### src/rtl/axis_pkt_pkg.sv
// Shared types and the rotating-priority search used by the packet arbiters
// on the Ethernet receive path.
package axis_pkt_pkg;

  typedef enum logic {
    ARB  = 1'b0,
    DATA = 1'b1
  } arb_state_t;

  localparam int AXIS_DW = 8;
  localparam int RR_MAX  = 8;

  // Returns {found, idx}. Callers zero-extend req to RR_MAX bits. Unused
  // ports never request, so wrapping modulo RR_MAX selects the same port
  // as wrapping modulo the real port count.
  function automatic logic [3:0] rr_next(input logic [RR_MAX-1:0] req,
                                         input logic [2:0]        last);
    logic [3:0] res;
    logic [2:0] p;
    res = '0;
    for (int k = 1; k <= RR_MAX; k++) begin
      p = last + 3'(k);
      if (!res[3] && req[p]) res = {1'b1, p};
    end
    return res;
  endfunction

endpackage

### src/rtl/axis_rr_pick.sv
// Combinational rotating-priority picker: the first requester after 'last',
// wrapping around.
module axis_rr_pick
  import axis_pkt_pkg::*;
#(
  parameter int NUM_PORTS = 4,
  localparam int ID_W     = $clog2(NUM_PORTS)
) (
  input  logic [NUM_PORTS-1:0] req,
  input  logic [ID_W-1:0]      last,
  output logic                 found,
  output logic [ID_W-1:0]      idx
);

  logic [RR_MAX-1:0] req_w;
  logic [3:0]        res;
  logic              unused_res;

  assign req_w      = RR_MAX'(req);
  assign res        = rr_next(req_w, 3'(last));
  assign found      = res[3];
  assign idx        = res[ID_W-1:0];
  assign unused_res = ^res;

endmodule

### src/rtl/axis_pkt_arbiter.sv
// Packet-level round-robin merge of NUM_PORTS byte streams into one tagged
// stream, with saturating per-port completed-packet counters.
module axis_pkt_arbiter
  import axis_pkt_pkg::*;
#(
  parameter int NUM_PORTS = 4,
  parameter int CNT_W     = 16,
  localparam int ID_W     = $clog2(NUM_PORTS)
) (
  input  logic                       axis_aclk,
  input  logic                       axis_aresetn,
  input  logic [NUM_PORTS*8-1:0]     s_axis_tdata,
  input  logic [NUM_PORTS-1:0]       s_axis_tvalid,
  input  logic [NUM_PORTS-1:0]       s_axis_tlast,
  output logic [NUM_PORTS-1:0]       s_axis_tready,
  output logic [7:0]                 m_axis_tdata,
  output logic                       m_axis_tvalid,
  output logic                       m_axis_tlast,
  output logic [ID_W-1:0]            m_axis_tid,
  input  logic                       m_axis_tready,
  input  logic                       cnt_clr,
  output logic [NUM_PORTS*CNT_W-1:0] pkt_cnt
);

  arb_state_t                         state;
  logic [ID_W-1:0]                    grant, last_grant;
  logic                               pick_found;
  logic [ID_W-1:0]                    pick_idx;
  logic                               out_free, xfer, pkt_done;
  logic [AXIS_DW-1:0]                 beat_data;
  logic                               beat_last;
  logic [NUM_PORTS-1:0]               done_oh;
  logic [NUM_PORTS-1:0][CNT_W-1:0]    cnt_q;

  axis_rr_pick #(.NUM_PORTS(NUM_PORTS)) u_pick (
    .req   (s_axis_tvalid),
    .last  (last_grant),
    .found (pick_found),
    .idx   (pick_idx)
  );

  assign out_free  = !m_axis_tvalid || m_axis_tready;
  assign beat_data = s_axis_tdata[AXIS_DW*grant +: AXIS_DW];
  assign beat_last = s_axis_tlast[grant];
  assign xfer      = (state == DATA) && s_axis_tvalid[grant] && out_free;
  assign pkt_done  = xfer && beat_last;
  assign done_oh   = pkt_done ? (NUM_PORTS'(1) << grant) : '0;

  // Ready never looks at tvalid, so sources may wait on it safely.
  always_comb begin
    s_axis_tready = '0;
    if (state == DATA) s_axis_tready[grant] = out_free;
  end

  always_ff @(posedge axis_aclk or negedge axis_aresetn) begin
    if (!axis_aresetn) begin
      state         <= ARB;
      grant         <= '0;
      last_grant    <= ID_W'(NUM_PORTS-1);
      m_axis_tvalid <= 1'b0;
      m_axis_tlast  <= 1'b0;
      m_axis_tdata  <= '0;
      m_axis_tid    <= '0;
    end else begin
      if (xfer) begin
        m_axis_tvalid <= 1'b1;
        m_axis_tdata  <= beat_data;
        m_axis_tlast  <= beat_last;
        m_axis_tid    <= grant;
      end else if (out_free) begin
        m_axis_tvalid <= 1'b0;
      end
      case (state)
        ARB: if (pick_found) begin
          grant <= pick_idx;
          state <= DATA;
        end
        DATA: if (pkt_done) begin
          last_grant <= grant;
          state      <= ARB;
        end
        default: state <= ARB;
      endcase
    end
  end

  // Clear beats a same-cycle increment; counts stick at all-ones.
  always_ff @(posedge axis_aclk or negedge axis_aresetn) begin
    if (!axis_aresetn) begin
      cnt_q <= '0;
    end else begin
      for (int i = 0; i < NUM_PORTS; i++) begin
        if (cnt_clr)
          cnt_q[i] <= '0;
        else if (done_oh[i] && (cnt_q[i] != {CNT_W{1'b1}}))
          cnt_q[i] <= cnt_q[i] + 1'b1;
      end
    end
  end

  assign pkt_cnt = cnt_q;

endmodule
### config.mk
export PLATFORM = sky130hd
export DESIGN_NAME = axis_pkt_arbiter
export DESIGN_NICKNAME = d
export VERILOG_FILES = /design/src/rtl/axis_pkt_pkg.sv /design/src/rtl/axis_rr_pick.sv /design/src/rtl/axis_pkt_arbiter.sv
export SDC_FILE = /design/constraint.sdc
export NUM_CORES = 1
export LEC_CHECK = 0
export ABC_AREA = 0
export CORE_ASPECT_RATIO = 0.7
export CORE_UTILIZATION = 50
export CTS_CLUSTER_DIAMETER = 200
export DETAILED_ROUTE_END_ITERATION = 8
export PLACE_DENSITY = 0.81
export SETUP_SLACK_MARGIN = 0.5
export SYNTH_ARGS = -nofsm -noshare
export SYNTH_HDL_FRONTEND = slang
export SYNTH_SLANG_ARGS = --single-unit
### constraint.sdc
create_clock -name axis_aclk -period 3.2 [get_ports axis_aclk]
set_clock_uncertainty 0.2 [all_clocks]
set_input_delay 0.32 -clock axis_aclk [delete_from_list [all_inputs] [get_ports axis_aclk]]
set_output_delay 0.32 -clock axis_aclk [all_outputs]
set_load 0.01 [all_outputs]
==> qor.yml <==
status: "finished, violations left"
failed_checks: "negative hold slack"
dieArea_mm2: 0.0101
holdWs_ns: -0.0428
min_period_ns: 2.56
rows: 29
slew_headroom: 0.320
yosys.cell_types.count: 58
grt_max_degree: 82
drt_iter0_markers: 316
wirelength_um: 12100
hold_viol_final: 65
worstSetupPathType: "flip-flop to primary output"
routedWlPerCell_um: 16.2
core_area_mm2: 0.00922
max-vdd-ir-drop_mv: 0.284
post-route-period-util: 0.801
path_max_fanout: 11
grt_use_total: 0.251
synthTopCellsByArea: "dfrtp_1 41%, mux4_2 5.1%, nor2_1 4.0%, xnor2_1 3.4%, a21oi_1 3.3%"
slew_viol_final: 0
die_x_um: 120
synth_area_mm2: 0.00484
cts_made_buffers: 9
ant_nets: 0
cts_max_level: 3
yosys.area.top_type: "dfrtp_1"
dr.pass1.iters: 5
crit_start: "grant[0]"
synth_top_cells_by_count: "79 x dfrtp_1, 52 x nor2_1, 33 x nand2_1"
cts_tree: "built"
synth_edf_count: 0
yosys.area.top_type_share: 0.408
async_reset_ff_frac: 1.00
num-nets-final: 669
antenna_cells: 0
vias: 4435
drive_gt1_frac: 0.106
yosys_warnings: 0
setup_tns_ns: 0
antenna_found_initial: 0
max_slew.worst_pin.slew_ns: 1.02
cts-hold-fix-buffers: 0
p_per_area_mw_per_mm2: 539
clock_latency_ns: 0.34
avgViaCountPerCell: 5.93
grt_pass1_wl_um: 20200
dpl.hpwl_um: 8540
cp-end-kind: "primary output"
gp_congestion: 0.847
n_fill_cell: 687
clk_pin_slew_ns: 0.06
clock_sinks: 81
arrival_ns: 2.04
netlist_instances: 505
synth_seq_cells: 81
syn_to_final_growth_pct: 33.9
setup_viol: 0
portBuffers: 123
drc: 0
p_leak_nw: 2.47
hp-class: "primary input to asynchronous set/reset pin"
placed_cell_area_mm2: 0.00616
ys_seq_area_frac: 0.419
synth_area_per_cell_um2: 9.59
required_ns: 2.68
initial_utilization: 0.525
yosysMostFrequentCell: "dfrtp_1"
design_area_mm2: 0.00648
synth_flop_cell: "dfrtp_1"
cts_buffer_depth: 2
r2r_start: "last_grant[0]"
cts-root-buf: "clkbuf_16"
pin_count: 124
rsz0062_at_grt: "true"
grt_pass1_vias: 4192
maxCapViolCount: 0
cp-start-kind: "flip-flop"
postCtsSetupRepairBufs: 0
die_h_um: 84.3
syn_nets: 555
max_freq_mhz: 390
overflow: 0
## metrics by stage
step	hold slack (ns)	instances	utilization	power [W]	worst slack, ns
after detailed placement	0.295	732	0.668	0.00240	0.412
after CTS	0.00280	748	0.703	0.00350	0.569
after floorplan	-0.176	505	-	0.00199	0.614
after global placement	0.265	732	0.668	0.00236	0.487
final	-0.0428	748	0.704	0.00350	0.635
after global routing	0.0523	748	0.704	0.00368	0.477
## what timing repair did
item                                    4_1_cts  5_1_grt
gates resized for setup                       1        4
gates cloned                                  0        0
endpoints found under the setup margin        1        4
## cells by family (layout without fill, tap and decap cells)
family	after synthesis	after routing	synth area share
fa+ha+maj	6	6	0.0155
compound gates	86	86	0.109
flops	81	81	0.419
xor+xnor	24	24	0.0434
mux	39	39	0.115
simple gates	222	222	0.256
buf+inv	47	166	0.0416
## routing by layer
layer	global-route usage	wire, µm	vias up
li1	-	-	2094
met5	0	0	-
met3	0.0645	835	16
met4	0.0727	139	0
met2	0.392	5640	175
met1	0.345	5520	2150
## path summary, 6_finish.rpt
path | to | cells past startpoint | slack (ns)
worst min-delay path | pkt_cnt[58] | 1 | -0.04
max in group asynchronous | grant[0] | 1 | 2.14
min in group axis_aclk | m_axis_tlast | 2 | 0.30
worst min register to register | m_axis_tlast | 2 | 0.30
worst max-delay path | s_axis_tready[0] | 4 | 0.64
worst max register to register | grant[1] | 7 | 0.64
## registers in the layout, indices dropped and copies added, names as in the netlist
name,cells
grant,2
last_grant,2
m_axis_tdata,8
pkt_cnt,64
m_axis_tlast,1
state,1
m_axis_tvalid,1
m_axis_tid,2
## critical path: stages (launching register included)
cell and delay (ns):
dfrtp_2 0.46, buf_4 0.22, nor4_2 0.31, buf_4 0.19, clkdlybuf4s50_1 0.53
## cells in the final DEF (no fill, tap or decap), types with 9 or more instances in the layout
master	netlist	final
mux4_2	11	11
or3_1	19	19
mux2i_1	9	9
buf_4	1	11
o31ai_1	9	9
a21oi_1	32	32
nor4_1	13	13
inv_1	16	16
clkbuf_16	0	9
nand4_1	19	19
or4_1	12	12
dfrtp_1	79	78
nor2b_1	9	9
and4_1	9	9
nand2_1	33	33
nor2_1	52	52
nand3_1	18	18
mux2_2	14	14
xnor2_1	19	19
clkdlybuf4s50_1	0	121
o21ai_0	17	17
## power by group
part / total (W) / switching [W] / internal [W]
Sequential: 0.00127 / 0.000124 / 0.00115
Clock: 0.00109 / 0.000412 / 0.000682
Combinational: 0.00113 / 0.000537 / 0.000593
Total: 0.00350 / 0.00107 / 0.00242
## final cells by class
type | instances | area, µm² | share of cell area
Clock buffer | 11 | 233 | 0.0359
Clock inverter | 5 | 80.1 | 0.0124
Inverter | 17 | 63.8 | 0.00984
Multi-Input combinational cell | 377 | 2620 | 0.404
Sequential cell | 81 | 2030 | 0.314
Tap cell | 124 | 155 | 0.0239
Timing Repair Buffer | 133 | 1300 | 0.200
No activity file was read; power rests on OpenSTA's default activity.
